===== src/rtl/ro_sample_counter.sv =====
// Ring-oscillator sample counter: counts synchronized RO rising edges per window and emits their sum.
// Define RO_CNT_SAT_EN for saturating per-RO counters (saturated window reads back as all ones).
module ro_sample_counter #(
  parameter int unsigned NUM_RO = 4,
  parameter int unsigned CNT_W  = 16,
  parameter int unsigned SUM_W  = CNT_W + $clog2(NUM_RO)
) (
  input  logic              clk,
  input  logic              rst,
  input  logic              ro_rst,
  input  logic              ro_en,
  input  logic              valid_in,
  input  logic [NUM_RO-1:0] ro_in,
  output logic [SUM_W-1:0]  sample_data,
  output logic              sample_valid,
  input  logic              sample_ready,
  output logic              overrun,
  output logic              busy
);

  localparam int unsigned IdxW = (NUM_RO > 1) ? $clog2(NUM_RO) : 1;
  localparam logic [IdxW-1:0] LastIdx = IdxW'(NUM_RO - 1);

  typedef enum logic [1:0] {StIdle, StCount, StSum} state_e;

  state_e            state_q;
  logic [NUM_RO-1:0] sync1_q, sync2_q, sync3_q;
  logic [NUM_RO-1:0] ro_edge;
  logic [CNT_W-1:0]  cnt_q   [NUM_RO];
  logic [CNT_W-1:0]  cnt_nxt [NUM_RO];
  logic [SUM_W-1:0]  acc_q;
  logic [SUM_W-1:0]  acc_sum;
  logic [IdxW-1:0]   idx_q;
  logic              load_q;
  logic [SUM_W-1:0]  sample_data_q;
  logic              sample_valid_q;
  logic              overrun_q;
  logic              busy_q;
`ifdef RO_CNT_SAT_EN
  localparam logic [CNT_W-1:0] CntMax = '1;
  logic sat_q;
  logic sat_hit;
`endif

  assign ro_edge = sync2_q & ~sync3_q;

  always_comb begin
`ifdef RO_CNT_SAT_EN
    sat_hit = 1'b0;
`endif
    for (int unsigned i = 0; i < NUM_RO; i++) begin
      cnt_nxt[i] = cnt_q[i];
      if (ro_en && ro_edge[i]) begin
`ifdef RO_CNT_SAT_EN
        if (cnt_q[i] == CntMax) begin
          sat_hit = 1'b1;
        end else begin
          cnt_nxt[i] = cnt_q[i] + CNT_W'(1);
        end
`else
        cnt_nxt[i] = cnt_q[i] + CNT_W'(1);
`endif
      end
    end
  end

  always_comb begin
    acc_sum = acc_q + SUM_W'(cnt_q[idx_q]);
`ifdef RO_CNT_SAT_EN
    if (sat_q) begin
      acc_sum = '1;
    end
`endif
  end

  always_ff @(posedge clk) begin
    if (rst) begin
      state_q        <= StIdle;
      sync1_q        <= '0;
      sync2_q        <= '0;
      sync3_q        <= '0;
      cnt_q          <= '{default: '0};
      acc_q          <= '0;
      idx_q          <= '0;
      load_q         <= 1'b0;
      sample_data_q  <= '0;
      sample_valid_q <= 1'b0;
      overrun_q      <= 1'b0;
      busy_q         <= 1'b0;
`ifdef RO_CNT_SAT_EN
      sat_q          <= 1'b0;
`endif
    end else begin
      sync1_q <= ro_in;
      sync2_q <= sync1_q;
      sync3_q <= sync2_q;
      load_q  <= 1'b0;

      // Consumption first so a same-cycle reload below takes precedence.
      if (sample_valid_q && sample_ready) begin
        sample_valid_q <= 1'b0;
      end
      if (load_q) begin
        if (!sample_valid_q || sample_ready) begin
          sample_data_q  <= acc_q;
          sample_valid_q <= 1'b1;
        end else begin
          overrun_q <= 1'b1;
        end
      end

      if (ro_rst) begin
        state_q <= StIdle;
        cnt_q   <= '{default: '0};
        acc_q   <= '0;
        idx_q   <= '0;
        busy_q  <= 1'b0;
`ifdef RO_CNT_SAT_EN
        sat_q   <= 1'b0;
`endif
      end else begin
        unique case (state_q)
          StIdle: begin
            cnt_q <= '{default: '0};
            if (ro_en) begin
              state_q <= StCount;
            end
          end
          StCount: begin
            cnt_q <= cnt_nxt;
`ifdef RO_CNT_SAT_EN
            if (sat_hit) begin
              sat_q <= 1'b1;
            end
`endif
            if (valid_in) begin
              state_q <= StSum;
              busy_q  <= 1'b1;
              idx_q   <= '0;
              acc_q   <= '0;
            end
          end
          StSum: begin
            acc_q <= acc_sum;
            if (idx_q == LastIdx) begin
              // Final sum lands in acc_q; the output load happens next cycle.
              load_q  <= 1'b1;
              busy_q  <= 1'b0;
              idx_q   <= '0;
              cnt_q   <= '{default: '0};
              state_q <= ro_en ? StCount : StIdle;
`ifdef RO_CNT_SAT_EN
              sat_q   <= 1'b0;
`endif
            end else begin
              idx_q <= idx_q + IdxW'(1);
            end
          end
          default: begin
            state_q <= StIdle;
          end
        endcase
      end
    end
  end

  assign sample_data  = sample_data_q;
  assign sample_valid = sample_valid_q;
  assign overrun      = overrun_q;
  assign busy         = busy_q;

endmodule


===== config.mk =====
export PLATFORM = sky130hd
export DESIGN_NAME = ro_sample_counter
export DESIGN_NICKNAME = d
export VERILOG_FILES = /design/src/rtl/ro_sample_counter.sv
export SDC_FILE = /design/constraint.sdc
export NUM_CORES = 1
export LEC_CHECK = 0
export BUFFER_PORTS_ARGS = -buffer_cell sky130_fd_sc_hd__buf_2
export CAP_MARGIN = 20
export CORE_AREA = 10 10 133 135
export DETAILED_ROUTE_END_ITERATION = 10
export DIE_AREA = 0 0 143 145
export PLACE_DENSITY = 0.61
export SETUP_SLACK_MARGIN = 0.4
export SYNTH_ARGS = -nofsm -noshare
export SYNTH_HDL_FRONTEND = slang
export SYNTH_SLANG_ARGS = --single-unit

===== constraint.sdc =====
create_clock -name clk -period 9.43 [get_ports clk]
set_input_delay 0.4715 -clock clk [delete_from_list [all_inputs] [get_ports clk]]
set_output_delay 0.4715 -clock clk [all_outputs]
set_load 0.1 [all_outputs]

==> metrics.md <==
| Metric | Value |
|---|---|
| Outcome | `finished clean` |
| Final WS setup | `6.064 ns` |
| Clock transition at path regs | `0.05 ns` |
| TritonRoute pass-1 iters | `5` |
| Starting Density | `39.55%` |
| Setup crit start kind | `flip-flop` |
| Multi-input gate area | `3391 um^2` |
| Synth top area cells | `dfxtp_1 (40%), xor2_1 (6.9%), mux4_2 (6.1%)` |
| DRC | `0` |
| Grt total ovfl | `0` |
| Clock sinks | `120` |
| Syn avg cell area | `8.667 um^2` |
| ANT nets after route | `0` |
| Slowest stage cell, crit path | `dfxtp_1` |
| P_sw | `242.5 uW` |
| Post-route cell area | `6833 um^2` |
| Ys async rst share | `0%` |
| Unrepaired setup endpoints after global routing | `false` |
| Vias/cell | `5.326` |
| Commonest non-fill, non-tap cell in the layout | `dfxtp_1` |
| Placed cell count | `877` |
| Die height | `145 um` |
| First-pass GRT wire length | `23.46 mm` |
| Max VDD drop | `0.0001168 V` |
| Fmax | `0.2971 GHz` |
| Core Util, Final | `45.45%` |
| Tot GR Track Use | `13.93%` |
| Post-CTS Hold Fix Bufs | `0` |
| Worst Setup End Kind | `flip-flop` |
| Drt wl/cell | `15.51 um` |
| Count of max-cap constraint violations | `0` |
| Ys flop type | `dfxtp_1` |
| Slew Limit Headroom | `33.58%` |
| EDFF count, synth | `0` |
| Total I/O pin count | `31` |
| GP Congestion | `0.8927` |
| Synth Instances | `686` |
| Final hold viol count | `0` |
| Antenna Cells | `0` |
| Total Power | `1.172 mW` |
| Nets | `741` |
| Vias in the first global route | `4,700` |
| Clock Skew | `0.009895 ns` |
| Clock root buffer | `clkbuf_16` |
| Unique cell type count in the Yosys netlist | `52` |
| Chip width | `143 um` |
| Post-DP Area | `6242 um^2` |
| Cell Pwr Density | `171.6 nW/um^2` |
| WL final | `14.10 mm` |
| Internal | `929.9 uW` |
| FP Rows | `45` |
| Switching portion of total power | `20.69%` |
| Crit path DAT | `3.66 ns` |
| Number of CTS-inserted buffers | `17` |
| Post-synth top area share | `40.40%` |
| CP Max Fanout | `19` |
| Minimum clock period | `3.366 ns` |
| Clk pwr share | `54.2%` |
| Slew Viols, Final | `0` |
| Buf/Inv on CP | `1` |
| CP Class | `flip-flop to flip-flop` |
| Slowest Stage Delay on Critical Path | `0.97 ns` |
| Synth Register Bits | `120` |
| Worst skew pair latency | `0.42 ns` |
| Initial antenna violation count | `0` |
| FF/Latch Area | `2402 um^2` |
| Worst-path cell chain | `mux4_2 -> ha_1 -> inv_1 -> fa_1 -> nand2b_1 -> a21oi_1 -> a31oi_1 -> a41oi_1 -> xnor2_1 -> o21ai_1` |
| Sequential fraction of the synthesis area | `40.40%` |
| Post-Place Worst Slack | `6.050 ns` |
| Deepest clock path buffer count | `2` |
| Leak | `2.470 nW` |
| CTS-repair resized insts | `0` |
| Largest delay contributor family on the critical path | `flip-flops` |
| Total number of vias | `4,841` |
| Core footprint | `15,030 um^2` |
| Commonest non-fill, non-tap cells in the layout | `dfxtp_1 (120), nand2_1 (92), nor2_1 (91)` |
| HPWL after detailed placement | `10.50 mm` |
| Fillers | `1,411` |
| H-tree depth | `4` |
| Worst hold path class | `input port to flip-flop` |
| Post-Layout Cell Count | `909` |
| Period utilisation layout | `35.69%` |
| Worst hold slack | `0.2689 ns` |
| Post-CTS setup buffers | `0` |
| Worst reg2reg setup slack | `6.06 ns` |
| Die area | `20,740 um^2` |
| Final TNS setup | `0 ns` |
| Synthesized area | `5946 um^2` |
| P&R area growth vs syn | `14.92%` |
| Slew @ Worst Pin | `0.9950 ns` |
| Part of the power in combinational logic | `2.0%` |
| Flop pwr share | `43.8%` |
| Area leader, netlist | `dfxtp_1` |
| Buffers added on ports | `30` |
| Critical path required time | `9.73 ns` |
| Initial DRC count | `364` |
| Yosys warnings | `0` |
| Final setup vio count | `0` |
| Share of layout cells above drive strength 1 | `12.07%` |
| Largest net degree at the start of global routing | `57` |
| CTS tree | `done` |
| Mapped Nets | `718` |
[final cells by class]
| class | count | area share [%] |
|---|---|---|
| Sequential cell | 120 | 35.16 |
| Inverter | 11 | 0.6043 |
| Timing Repair Buffer | 34 | 2.637 |
| Clock buffer | 23 | 7.142 |
| Multi-Input combinational cell | 525 | 49.62 |
| Tap cell | 188 | 3.443 |
| Clock inverter | 8 | 1.392 |
[power groups by stage]
| stage | clock network [mW] | registers, mW | logic [mW] |
|---|---|---|---|
| after floorplan | 0 | 0.522 | 0.0168 |
| after global placement | 0 | 0.523 | 0.0232 |
| after detailed placement | 0 | 0.523 | 0.0237 |
| after CTS | 0.647 | 0.513 | 0.0240 |
| after global routing | 0.667 | 0.513 | 0.0266 |
| final | 0.636 | 0.513 | 0.0239 |
[state kept, by name, summed over array words and instances (netlist names)]
signal        flops
acc_q            18
busy              1
cnt_q            64
idx_q             2
load_q            1
overrun           1
sample_data      18
sample_valid      1
state_q           2
sync1_q           4
sync2_q           4
sync3_q           4
[worst register-to-register path: stages (launching register included)]
cell	delay [ns]
dfxtp_1	0.97
mux4_2	0.39
ha_1	0.17
inv_1	0.06
fa_1	0.37
nand2b_1	0.17
a21oi_1	0.27
a31oi_1	0.23
a41oi_1	0.39
xnor2_1	0.17
o21ai_1	0.07
[metal layers]
metal	up-vias	global-route usage [%]	share of wire, %
met5	-	0	0
met3	14	3.357	4.6
met4	0	5.779	1.5
met2	98	21.51	46
met1	2286	18.11	48
li1	2443	-	-
[logic make-up after synthesis]
group | Yosys count | synth area share (%)
xor+xnor | 62 | 9.133
flops | 120 | 40.40
buf+inv | 41 | 2.757
fa+ha+maj | 22 | 4.756
simple gates | 316 | 26.12
mux | 19 | 6.566
compound gates | 106 | 10.27
[final timing paths]
path              depth (start not counted)  startpoint         end
setup / recovery                         10    idx_q[0]   acc_q[12]
hold / removal                            2    ro_in[1]  sync1_q[1]
setup reg to reg                         10    idx_q[0]   acc_q[12]
hold reg to reg                           1  sync1_q[1]  sync2_q[1]
[synth_stat cells, types with 4 or more instances]
library cell and instances:
a31oi_1 5, inv_1 11, nand2b_1 6, and3_1 11, nor3_1 12, nand2_1 92
nor2b_1 22, nand4_1 17, dfxtp_1 120, xnor2_1 15, a21oi_1 55, o21ai_0 18
mux4_2 16, clkbuf_1 25, xor2_1 47, ha_1 21, nor2_1 91, or3_1 4
nand3_1 31, and2_1 8, a22oi_1 7, and4_1 7
Note: power is estimated with default switching activity, not from simulation.
